`config.mk`:
```
export PLATFORM = sky130hd
export DESIGN_NAME = stream_loader
export DESIGN_NICKNAME = d
export VERILOG_FILES = /design/src/rtl/stream_loader.sv
export SDC_FILE = /design/constraint.sdc
export NUM_CORES = 1
export LEC_CHECK = 0
export ABC_CLOCK_PERIOD_IN_PS = 2600
export CAP_MARGIN = 20
export CORE_MARGIN = 2
export CORE_UTILIZATION = 45
export DETAILED_ROUTE_END_ITERATION = 8
export HOLD_SLACK_MARGIN = 0.1
export PLACE_DENSITY_LB_ADDON = 0.1
export SYNTH_ARGS = -nofsm -noshare
export SYNTH_HDL_FRONTEND = slang
export SYNTH_SLANG_ARGS = --single-unit
```
`constraint.sdc`:
```
create_clock -name clk -period 2.6 [get_ports clk]
set_input_delay 0.52 -clock clk [delete_from_list [all_inputs] [get_ports clk]]
set_output_delay 0.52 -clock clk [all_outputs]
set_load 0.01 [all_outputs]
```
`src/rtl/stream_loader.sv`:
```
// rtl/stream_loader.sv - Avalon-ST packet loader filling the qsys_player sample buffer
module stream_loader #(
    parameter int timeBits    = 10,
    parameter int words_log_2 = 0,
    parameter int AUTO_START  = 1
) (
    input  logic                             clk,
    input  logic                             reset_n,
    input  logic                             arm,
    input  logic                             abort,
    input  logic                             sink_valid,
    output logic                             sink_ready,
    input  logic [31:0]                      sink_data,
    input  logic                             sink_startofpacket,
    input  logic                             sink_endofpacket,
    output logic                             buffer_write,
    output logic [timeBits+words_log_2-1:0]  buffer_address,
    output logic [31:0]                      buffer_writedata,
    output logic                             loaded,
    output logic                             overflow,
    output logic                             pkt_error,
    output logic [timeBits+words_log_2:0]    word_count,
    output logic                             start_req
);

    localparam int AW    = timeBits + words_log_2;
    localparam int DEPTH = 1 << AW;

    localparam logic [AW:0] DEPTH_W = (AW+1)'(DEPTH);
    localparam logic [AW:0] ONE_W   = (AW+1)'(1);

    typedef enum logic [1:0] {
        IDLE     = 2'd0,
        WAIT_SOP = 2'd1,
        LOAD     = 2'd2,
        DONE     = 2'd3
    } state_t;

    state_t          state_q, state_d;
    logic [AW:0]     word_count_q, word_count_d;
    logic            buffer_write_q, buffer_write_d;
    logic [AW-1:0]   buffer_address_q, buffer_address_d;
    logic [31:0]     buffer_writedata_q, buffer_writedata_d;
    logic            loaded_q, loaded_d;
    logic            overflow_q, overflow_d;
    logic            pkt_error_q, pkt_error_d;
    logic            start_req_q, start_req_d;

    logic            beat;
    logic            do_write;
    logic            restart;
    logic [AW:0]     count_next;

    // Ready comes only from the state register so upstream sees no combinational loop.
    assign sink_ready = (state_q == WAIT_SOP) || (state_q == LOAD);
    assign beat       = sink_valid && sink_ready;

    // Next-state and next-output decode; abort beats arm beats a data beat.
    always_comb begin
        state_d            = state_q;
        word_count_d       = word_count_q;
        buffer_write_d     = 1'b0;
        buffer_address_d   = buffer_address_q;
        buffer_writedata_d = buffer_writedata_q;
        loaded_d           = loaded_q;
        overflow_d         = overflow_q;
        pkt_error_d        = pkt_error_q;
        start_req_d        = 1'b0;
        do_write           = 1'b0;
        restart            = 1'b0;
        count_next         = word_count_q;

        if (abort) begin
            state_d = IDLE;
        end else if (arm) begin
            state_d      = WAIT_SOP;
            word_count_d = '0;
            loaded_d     = 1'b0;
            overflow_d   = 1'b0;
            pkt_error_d  = 1'b0;
        end else if (beat) begin
            case (state_q)
                WAIT_SOP: begin
                    // Beats ahead of the first SOP are swallowed.
                    if (sink_startofpacket) begin
                        do_write = 1'b1;
                        restart  = 1'b1;
                    end
                end
                LOAD: begin
                    do_write = 1'b1;
                    // A fresh SOP mid-packet restarts the load from address 0.
                    if (sink_startofpacket) begin
                        restart     = 1'b1;
                        pkt_error_d = 1'b1;
                    end
                end
                default: begin
                    do_write = 1'b0;
                end
            endcase

            if (do_write) begin
                count_next         = restart ? ONE_W : (word_count_q + ONE_W);
                buffer_write_d     = 1'b1;
                buffer_address_d   = restart ? '0 : word_count_q[AW-1:0];
                buffer_writedata_d = sink_data;
                word_count_d       = count_next;

                if (sink_endofpacket || (count_next == DEPTH_W)) begin
                    // Either a clean end of packet or a full buffer; the address never wraps.
                    state_d     = DONE;
                    loaded_d    = 1'b1;
                    overflow_d  = !sink_endofpacket;
                    start_req_d = (AUTO_START != 0);
                end else begin
                    state_d = LOAD;
                end
            end
        end
    end

    // Single register bank for the FSM state and every registered output.
    always_ff @(posedge clk or negedge reset_n) begin
        if (!reset_n) begin
            state_q            <= IDLE;
            word_count_q       <= '0;
            buffer_write_q     <= 1'b0;
            buffer_address_q   <= '0;
            buffer_writedata_q <= '0;
            loaded_q           <= 1'b0;
            overflow_q         <= 1'b0;
            pkt_error_q        <= 1'b0;
            start_req_q        <= 1'b0;
        end else begin
            state_q            <= state_d;
            word_count_q       <= word_count_d;
            buffer_write_q     <= buffer_write_d;
            buffer_address_q   <= buffer_address_d;
            buffer_writedata_q <= buffer_writedata_d;
            loaded_q           <= loaded_d;
            overflow_q         <= overflow_d;
            pkt_error_q        <= pkt_error_d;
            start_req_q        <= start_req_d;
        end
    end

    assign buffer_write     = buffer_write_q;
    assign buffer_address   = buffer_address_q;
    assign buffer_writedata = buffer_writedata_q;
    assign loaded           = loaded_q;
    assign overflow         = overflow_q;
    assign pkt_error        = pkt_error_q;
    assign word_count       = word_count_q;
    assign start_req        = start_req_q;

endmodule

```
==> impl_metrics.toml, run 1 <==
[setup_path]
cp_num_buf_inv = 0
critPathCaptureType = "flip-flop"
rr_endpoint = "state_q[0]"
criticalPathCategory = "flip-flop to flip-flop"
cp_top_family = "simple AND/OR/NAND/NOR gates"
startpoint = "word_count[0]"
path_max_fanout = 10
r2r_start = "word_count[0]"
critPathLaunchType = "flip-flop"
cp.arrival_ns = 2.56
crit_cells = 6
slowest_delay_ns = 0.57
timing.reg2reg.setup_slack_ns = 0.27
worst_r2r_path_depth = 6
crit_required_ns = 2.83
critPathCapture = "state_q[0]"
slowest_stage = "or4_4"
cp_cell_sequence = "ha_1, nand3_1, xor2_1, nand4_1, or4_4, a311oi_2"

[timing]
fin_skew_ns = 0.00992
rsz0062_at_grt = "no"
hold_violations = 0
finalSetupTns_ns = 0
tightestPinTransition_ns = 0.470
fin_crit_ns = 2.33
hold-worst-slack_ns = 0.474
max_freq_mhz = 428
finalWorstSetupSlack_ns = 0.266
setup_violations = 0
slew-limit-headroom = 0.684
fin_crit_sh = 0.898
slew_viol_final = 0

[placed_design]
dp.cells = 468
finalWeightedCongestion = 0.857
hpwl_mm = 4.79
port_buffers = 97
dp_slack_ns = 0.113

[power_and_ir_drop]
seqPwrFrac = 0.448
power.switching_mw = 0.553
p_leak_nw = 1.86
p_int_mw = 1.80
clkPwrFrac = 0.386
ir_drop_mv = 0.551
p_sw_frac = 0.235
pwr-share-comb = 0.166
pwr_density_cell_nw_per_um2 = 585

[yosys]
synth_area_leaders = "dfrtp_1 55%, nand2_1 18%, o21ai_0 4.2%"
synth_top_area_frac = 0.551
synth.distinct_cells = 47
synth_seq_cells = 60
synthTopCellsByCount = "128 x nand2_1, 60 x dfrtp_1, 23 x o21ai_0"
syn_area_per_cell_um2 = 8.96
synth_edf_count = 0
seq_area_frac_synth = 0.551
synthCells = 304
syn_area_um2 = 2730
synth_top_area_cell = "dfrtp_1"
synth_ff_type = "dfrtp_1"
synth-async-reset-ratio = 1.00
postSynthNetCount = 346
synth.most_common_cell = "nand2_1"
yosysWarnings = 0

[cts]
cts_resized = 0
clkTransAtPathRegs_ns = 0.07
post_cts_buffers = 0
cts_tree = "built"
cts_buffer_depth = 2
clock_latency_ns = 0.33
clockRootBuffer = "clkbuf_8"
cts_buffers = 9
clock_sinks = 60
ctsHoldBuffers = 1
htree_num_levels = 3

[die]
die_area_um2 = 6690
start_util = 0.463
dieWidth_um = 81.8
fp-row-count = 28
coreArea_um2 = 5890
die_h_um = 81.8
io_pins = 98

[final_layout]
fill_cells = 477
area_growth_pct = 47.6
final_cells = 485
final_nets = 447
drive_gt1_frac = 0.0854
diodes = 0

[flow_run]
drv_cap = 0

[global_routing]
grt_max_degree = 61
grt_first_pass_wirelength_mm = 10.9
grt_pass1_vias = 2284
gr-usage-all-layers = 0.215
antenna_found_initial = 0
grt_overflow = 0

[routing]
vias = 2482
drc = 0
wire_per_inst_um = 14.0
drtIter0Drc = 236
first_pass_iters = 4
routed_wl_mm = 6.81
ant_nets = 0
viasPerCell = 5.12

[worst_hold_path]
hp-class = "flip-flop to flip-flop"

[run_status]
status = "completed"
-- state kept, by name, summed over array words and instances (netlist names) --
signal and flops:
overflow 1, pkt_error 1, loaded 1, buffer_address 10, word_count 11, state_q 2, buffer_writedata 32, start_req 1
buffer_write 1
-- worst min-delay path by stage --
stage	startpoint	end	slack (ns)	cells past startpoint
finish	buffer_writedata[13]	buffer_writedata[13]	0.47	2
global route	buffer_writedata[26]	buffer_writedata[26]	0.49	2
CTS	buffer_writedata[29]	buffer_writedata[29]	0.48	2
detailed placement	reset_n	buffer_address[9]	0.41	1
global placement	reset_n	buffer_address[9]	0.41	1
floorplan	reset_n	buffer_address[0]	0.22	0
-- power by group through the flow --
| stage | clock network, mW | logic (mW) | registers [mW] |
|---|---|---|---|
| 6_report | 0.909 | 0.390 | 1.05 |
| 5_1_grt | 0.970 | 0.431 | 1.06 |
| 4_1_cts | 0.930 | 0.398 | 1.06 |
| 3_5_place_dp | 0 | 0.395 | 1.07 |
| 3_3_place_gp | 0 | 0.389 | 1.07 |
| 2_1_floorplan | 0 | 0.0863 | 1.11 |
-- per-stage QoR --
stage | power [mW] | area [µm²] | utilization
after global placement | 1.46 | 3790 | 0.645
final | 2.35 | 4020 | 0.683
after global routing | 2.46 | 4020 | 0.683
after CTS | 2.38 | 4020 | 0.683
after detailed placement | 1.47 | 3790 | 0.645
after floorplan | 1.19 | 2730 | -
-- tightest hold or removal path, cell delays in order, from the launching register on --
cell,delay [ns]
dfrtp_1,0.34
nand2_1,0.05
nand2_1,0.06
-- cell families after synthesis --
| group | synth area share |
|---|---|
| xor+xnor | 0.00964 |
| compound gates | 0.114 |
| fa+ha+maj | 0.0138 |
| mux | 0.00367 |
| flops | 0.551 |
| simple gates | 0.264 |
| buf+inv | 0.0432 |
-- cells in the final DEF, fill, tap and decap left out, types with 3 or more instances in the layout --
master             n
nor3_1             7
inv_1              5
buf_12             3
xor2_1             3
nor2_1             3
nand2_1          128
o21ai_0           23
a21o_1             3
nand4_1            3
dfrtp_1           60
nand3_1            7
clkinv_2           3
clkdlybuf4s50_1   96
buf_4              6
a21oi_1            5
ha_1               3
clkbuf_8          10
-- metal layers --
layer / GRT usage / vias to the layer above / wire [µm]
met5: 0 / - / 0
met1: 0.294 / 1182 / 2960
li1: - / 1217 / -
met3: 0.0637 / 9 / 468
met4: 0.0817 / 0 / 72
met2: 0.324 / 74 / 3300
-- final cells by class --
type	count	area, µm²	share of cell area
multi-input cells	221	1110	0.275
clock inverters	5	75.1	0.0187
clock buffers	11	141	0.0352
repair buffers	107	1080	0.269
inverters	6	22.5	0.00560
flip-flops and latches	60	1500	0.373
well taps	75	93.8	0.0233
Power figures use the tool's default switching activity.
==> run 2: changes to the inputs <==
--- a/config.mk
+++ b/config.mk
@@ -8,8 +8,9 @@
 export ABC_CLOCK_PERIOD_IN_PS = 2600
 export CAP_MARGIN = 20
 export CORE_MARGIN = 2
-export CORE_UTILIZATION = 45
+export CORE_UTILIZATION = 60
 export DETAILED_ROUTE_END_ITERATION = 8
+export DONT_BUFFER_PORTS = 1
 export HOLD_SLACK_MARGIN = 0.1
 export PLACE_DENSITY_LB_ADDON = 0.1
 export SYNTH_ARGS = -nofsm -noshare
==> impl_metrics.toml, run 2 (synthesis gave the netlist of run 1 again) <==
[global_routing]
grt_overflow = 0
grt_pass1_vias = 1949
grt_first_pass_wirelength_mm = 9.46
gr-usage-all-layers = 0.243
grt_max_degree = 61
antenna_found_initial = 0

[setup_path]
critPathLaunchType = "flip-flop"
path_max_fanout = 10
cp_cell_sequence = "ha_1, nand3_1, xor2_1, nand4_1, or4_4, a311oi_2"
critPathCaptureType = "flip-flop"
crit_required_ns = 2.84
criticalPathCategory = "flip-flop to flip-flop"
cp.arrival_ns = 2.53
slowest_delay_ns = 0.56
slowest_stage = "or4_4"
timing.reg2reg.setup_slack_ns = 0.30

[cts]
clock_latency_ns = 0.33
htree_num_levels = 3
cts_buffers = 9
clock_sinks = 60
post_cts_buffers = 0
cts_buffer_depth = 2
clockRootBuffer = "clkbuf_8"
cts_tree = "built"
clkTransAtPathRegs_ns = 0.06

[timing]
slew_viol_final = 0
finalSetupTns_ns = 0
hold_violations = 0
max_freq_mhz = 436
tightestPinTransition_ns = 0.510
setup_violations = 0
rsz0062_at_grt = "no"
fin_crit_ns = 2.30
fin_crit_sh = 0.883
fin_skew_ns = 0.00617
slew-limit-headroom = 0.657

[final_layout]
final_common_cell = "nand2_1"
area_growth_pct = 10.0
final_nets = 350
final_cells = 364
largest_register_ff_count = 32
drive_gt1_frac = 0.106
mostFrequentLayoutCells = "128 x nand2_1, 60 x dfrtp_1, 23 x o21ai_0, 9 x clkbuf_8, 8 x buf_4"
final_cell_area_um2 = 3000
diodes = 0

[placed_design]
dp.cells = 347
finalWeightedCongestion = 0.864
port_buffers = 0
dpl-instance-area_um2 = 2760
hpwl_mm = 3.95

[power_and_ir_drop]
pwr_density_cell_nw_per_um2 = 703
p_int_mw = 1.59
clkPwrFrac = 0.415
p_sw_frac = 0.245
ir_drop_mv = 0.483
seqPwrFrac = 0.526
p_leak_nw = 1.49
pwr-share-comb = 0.059
power.switching_mw = 0.517

[die]
coreArea_um2 = 4350
dieWidth_um = 71.4
die_area_um2 = 5100
start_util = 0.626
fp-row-count = 24
die_h_um = 71.4
io_pins = 98

[routing]
wl_met3_um = 490
vias = 2087
ant_nets = 0
drc = 0
wire_per_inst_um = 15.9
wl_met1_mm = 2.49
drtIter0Drc = 134
first_pass_iters = 4
routed_wl_mm = 5.80
viasPerCell = 5.73
dr_wl_met2_mm = 2.75
maxUsedRoutingLayer = "met4"

[worst_hold_path]
hp-class = "input pin to flip-flop"

[flow_run]
drv_cap = 0

[run_status]
status = "completed"
[run 2: cell count changes in the layout (fill, tap and decap cells not counted), sizes merged]
cell / before / now
clkinv: 4 / 3
clkbuf: 11 / 10
buf: 10 / 9
clkinvlp: 0 / 1
clkdlybuf4s50: 96 / 0
[run 2: worst paths after layout]
kind,depth (start not counted),end,start
worst max-delay path,6,state_q[0],word_count[0]
worst min-delay path,1,state_q[0],abort
worst max register to register,6,state_q[0],word_count[0]
worst min register to register,2,buffer_address[9],buffer_address[9]
max in group asynchronous,2,loaded,reset_n
min in group asynchronous,2,word_count[10],reset_n
[run 2: critical path: cells and delay by family, from the launching register on]
| kind | cells | cell delay, ns |
|---|---|---|
| DFF | 1 | 0.55 |
| xor gates and xnor gates | 1 | 0.20 |
| AOI/OAI and AO/OA | 1 | 0.24 |
| and+or+nand+nor | 3 | 0.83 |
| adders and majority gates | 1 | 0.37 |
[run 2: through the flow]
step	worst slack, ns	power (mW)	hold WS (ns)	utilization
after floorplan	0.479	1.19	0.224	-
after global placement	0.411	1.22	0.226	0.633
after detailed placement	0.329	1.23	0.226	0.633
after CTS	0.317	2.13	0.236	0.689
after global routing	0.0686	2.20	0.233	0.689
final	0.305	2.11	0.246	0.689
[run 2: repair_timing]
item | CTS | global route
hold buffers | 2 | 0
resized for setup | 0 | 0
hold endpoints to repair | 60 | 0
[run 2: final cells by class]
| class | count | area, µm² |
|---|---|---|
| clock buffers | 10 | 128 |
| clock inverters | 5 | 77.6 |
| fillers | 354 | 1360 |
| inverters | 6 | 22.5 |
| multi-input cells | 221 | 1110 |
| flip-flops and latches | 60 | 1500 |
| well taps | 52 | 65.1 |
| repair buffers | 10 | 97.6 |
[run 2: layer usage]
metal / vias up / GRT usage
li1: 1017 / -
met1: 985 / 0.320
met2: 78 / 0.373
met3: 7 / 0.0914
met4: 0 / 0.0818
met5: - / 0
[run 2: power by group through the flow]
| stage | clock network [mW] | registers [mW] | logic (mW) |
|---|---|---|---|
| detailed placement | 0 | 1.12 | 0.104 |
| finish | 0.875 | 1.11 | 0.124 |
| global placement | 0 | 1.12 | 0.0969 |
| CTS | 0.888 | 1.11 | 0.127 |
| floorplan | 0 | 1.11 | 0.0863 |
| global route | 0.931 | 1.12 | 0.149 |
==> run 3: changes to the inputs <==
--- a/config.mk
+++ b/config.mk
@@ -9,6 +9,7 @@
 export CAP_MARGIN = 20
 export CORE_MARGIN = 2
 export CORE_UTILIZATION = 60
+export CTS_CLUSTER_DIAMETER = 80
 export DETAILED_ROUTE_END_ITERATION = 8
 export DONT_BUFFER_PORTS = 1
 export HOLD_SLACK_MARGIN = 0.1
==> results of run 3 <==
The final DEF is identical to that of run 2; final timing and power are the same.
==> edit: new RTL, flow settings as in run 3 <==
Re-encode `state_t` (4 states) as one-hot, 4 bits wide.
--- a/src/rtl/stream_loader.sv
+++ b/src/rtl/stream_loader.sv
@@ -29,11 +29,11 @@
     localparam logic [AW:0] DEPTH_W = (AW+1)'(DEPTH);
     localparam logic [AW:0] ONE_W   = (AW+1)'(1);
 
-    typedef enum logic [1:0] {
-        IDLE     = 2'd0,
-        WAIT_SOP = 2'd1,
-        LOAD     = 2'd2,
-        DONE     = 2'd3
+    typedef enum logic [3:0] {
+        IDLE     = 4'b0001,
+        WAIT_SOP = 4'b0010,
+        LOAD     = 4'b0100,
+        DONE     = 4'b1000
     } state_t;
 
     state_t          state_q, state_d;
Function: no difference found for any inputs over 4 cycles, from zero or initial values and one cycle with reset_n low; so few cycles prove little.
==> edit against run 3 <==
Power is 3.3% higher; area after synthesis is 0.87% higher; cell area is 1.8% higher; setup slack worse by 0.016 ns; sequential cell count is 2 higher; critical path depth is 1 higher; routed wire length is 4.7% higher; highest routed layer unchanged; critical endpoint is now overflow; core utilization is 0.78 points higher.
==> edit: results (changes against run 3) <==
| Metric | Value |
|---|---|
| Layout cells sized above 1 | 8.63% (-2.0 points) |
| Pin count of the biggest net entering global routing | 63 (+3.3%) |
| Worst-path maximum fanout | 7 (-3) |
| Leakage | 1.52 nW (+2.1%) |
| Later-pin clock latency in the skew report | 0.34 ns |
| CP peak stage delay | 0.50 ns (-0.06 ns) |
| Clock buffer depth | 2 (unchanged) |
| I/O Buffers | 0 (unchanged) |
| Ys Warns | 0 (unchanged) |
| Post-Syn Nets | 344 (-0.58%) |
| Synth area leaders | dfrtp_1 56%, nand2_1 17%, o21ai_0 4.2% |
| Compound-Gate Fraction of Synth Area | 12.7% (+1.2 points) |
| Worst path arrival time | 2.56 ns (+0.03 ns) |
| Placer congestion estimate | 0.811 (-6.1%) |
| Fillers | 361 (+2.0%) |
| DR pass1 iterations | 4 (unchanged) |
| Final nets | 348 (-0.57%) |
| First-pass GRT wire length | 9.60 mm (+1.5%) |
| Post-synthesis adder-cell area fraction | 0.455% (-0.92 points) |
| Max VDD drop | 0.000486 V (+0.58%) |
| Root Buffer Master | clkbuf_8 |
| Crit path launch type | flop |
| Fraction of registers with async set/reset | 100% (unchanged) |
| Synth Instances | 304 (unchanged) |
| Distinct cells, synth | 42 (-11%) |
| Vias in the first global route | 2,007 (+3.0%) |
| Reg-to-Reg Start | word_count[1] |
| GRT Resource Usage Total | 24.8% (+0.49 points) |
| Final WL | 6.08 mm (+4.7%) |
| Post-synthesis sequential area ratio | 56.5% (+1.4 points) |
| Slowest CP cell | dfrtp_1 |
| Outcome | finished clean |
| 1st-iter DRT viols | 157 (+17%) |
| Post-synthesis mux area share | 0.364% (-0.0032 points) |
| Fin cells | 365 (+0.27%) |
| Worst-Margin Slew | 0.530 ns (+0.0196 ns) |
| DP HPWL | 4.17 mm (+5.7%) |
| CTS H-Tree Depth | 3 (unchanged) |
| Post-synth top cells | 124 x nand2_1, 61 x dfrtp_1, 23 x o21ai_0 |
| Vias post-DR | 2,056 (-1.5%) |
| Clock Skew | 0.00904 ns (+0.00286 ns) |
| Post-synthesis xor/xnor area fraction | 1.59% (+0.63 points) |
| Max reg flops | 32 (unchanged) |
edit: cell types whose count changed after synthesis, sizes merged, moves of 4 or more:
cell / delta
nor3: -5
nor2: +10
nand2: -4
buf: -6
edit: cell type report:
| cell class | instances | area, um2 | area share, % |
|---|---|---|---|
| Clock buffer | 10 | 128 | 4.18 |
| Clock inverter | 6 | 86.3 | 2.83 |
| Inverter | 3 | 11.3 | 0.369 |
| Multi-Input combinational cell | 225 | 1130 | 37.2 |
| Sequential cell | 62 | 1550 | 50.9 |
| Tap cell | 52 | 65.1 | 2.13 |
| Timing Repair Buffer | 7 | 75.1 | 2.46 |
edit: routing by layer:
layer | share of wire, % | GRT usage [%] | wire [um] | vias to the layer above
li1 | - | - | - | 1018
met1 | 41 | 30.4 | 2480 | 941
met2 | 48 | 37.3 | 2910 | 85
met3 | 9.2 | 10.5 | 558 | 12
met4 | 2.1 | 13.0 | 126 | 0
met5 | 0 | 0 | 0 | -
edit: worst paths after layout:
check / to / cells past startpoint / slack [ns]
setup / recovery: overflow / 7 / 0.29
hold / removal: state_q[1] / 1 / 0.24
setup reg to reg: overflow / 7 / 0.29
hold reg to reg: state_q[0] / 1 / 0.54
max in group asynchronous: state_q[0] / 2 / 1.61
min in group asynchronous: buffer_address[6] / 2 / 0.71
edit: per-stage QoR:
| stage | worst slack [ns] | total power (W) | util [%] | cell area, um2 | hold slack (ns) |
|---|---|---|---|---|---|
| finish | 0.289 | 0.00218 | 69.6 | 3050 | 0.241 |
| global route | 0.129 | 0.00227 | 69.6 | 3050 | 0.237 |
| CTS | 0.323 | 0.00219 | 69.6 | 3050 | 0.235 |
| detailed placement | 0.301 | 0.00125 | 63.9 | 2800 | 0.226 |
| global placement | 0.419 | 0.00125 | 63.9 | 2800 | 0.226 |
| floorplan | 0.566 | 0.00122 | - | 2750 | 0.224 |
edit: cell families after synthesis:
logic type,after synthesis
xor gates and xnor gates,5
DFF,62
and+or+nand+nor,166
muxes,1
adders and majority gates,1
buffers and inverters,17
AOI/OAI and AO/OA,52
edit: critical path, delay by kind of cell, from the launching register on:
kind	cells	cell delay (ns)
AOI/OAI and AO/OA	2	0.42
adders and majority gates	1	0.31
DFF	1	0.50
muxes	1	0.20
and+or+nand+nor	3	0.79
edit: timing repair:
action | CTS | global route
setup buffers | 0 | 0
gates resized for setup | 0 | 0
hold endpoints to repair | 62 | 0
hold buffers | 2 | 0
edit: power breakdown:
| group | switching [W] | internal (W) | total [W] |
|---|---|---|---|
| sequential | 0.0000951 | 0.00104 | 0.00114 |
| combinational | 0.0000734 | 0.0000460 | 0.000119 |
| clock | 0.000383 | 0.000538 | 0.000921 |
| total | 0.000551 | 0.00163 | 0.00218 |
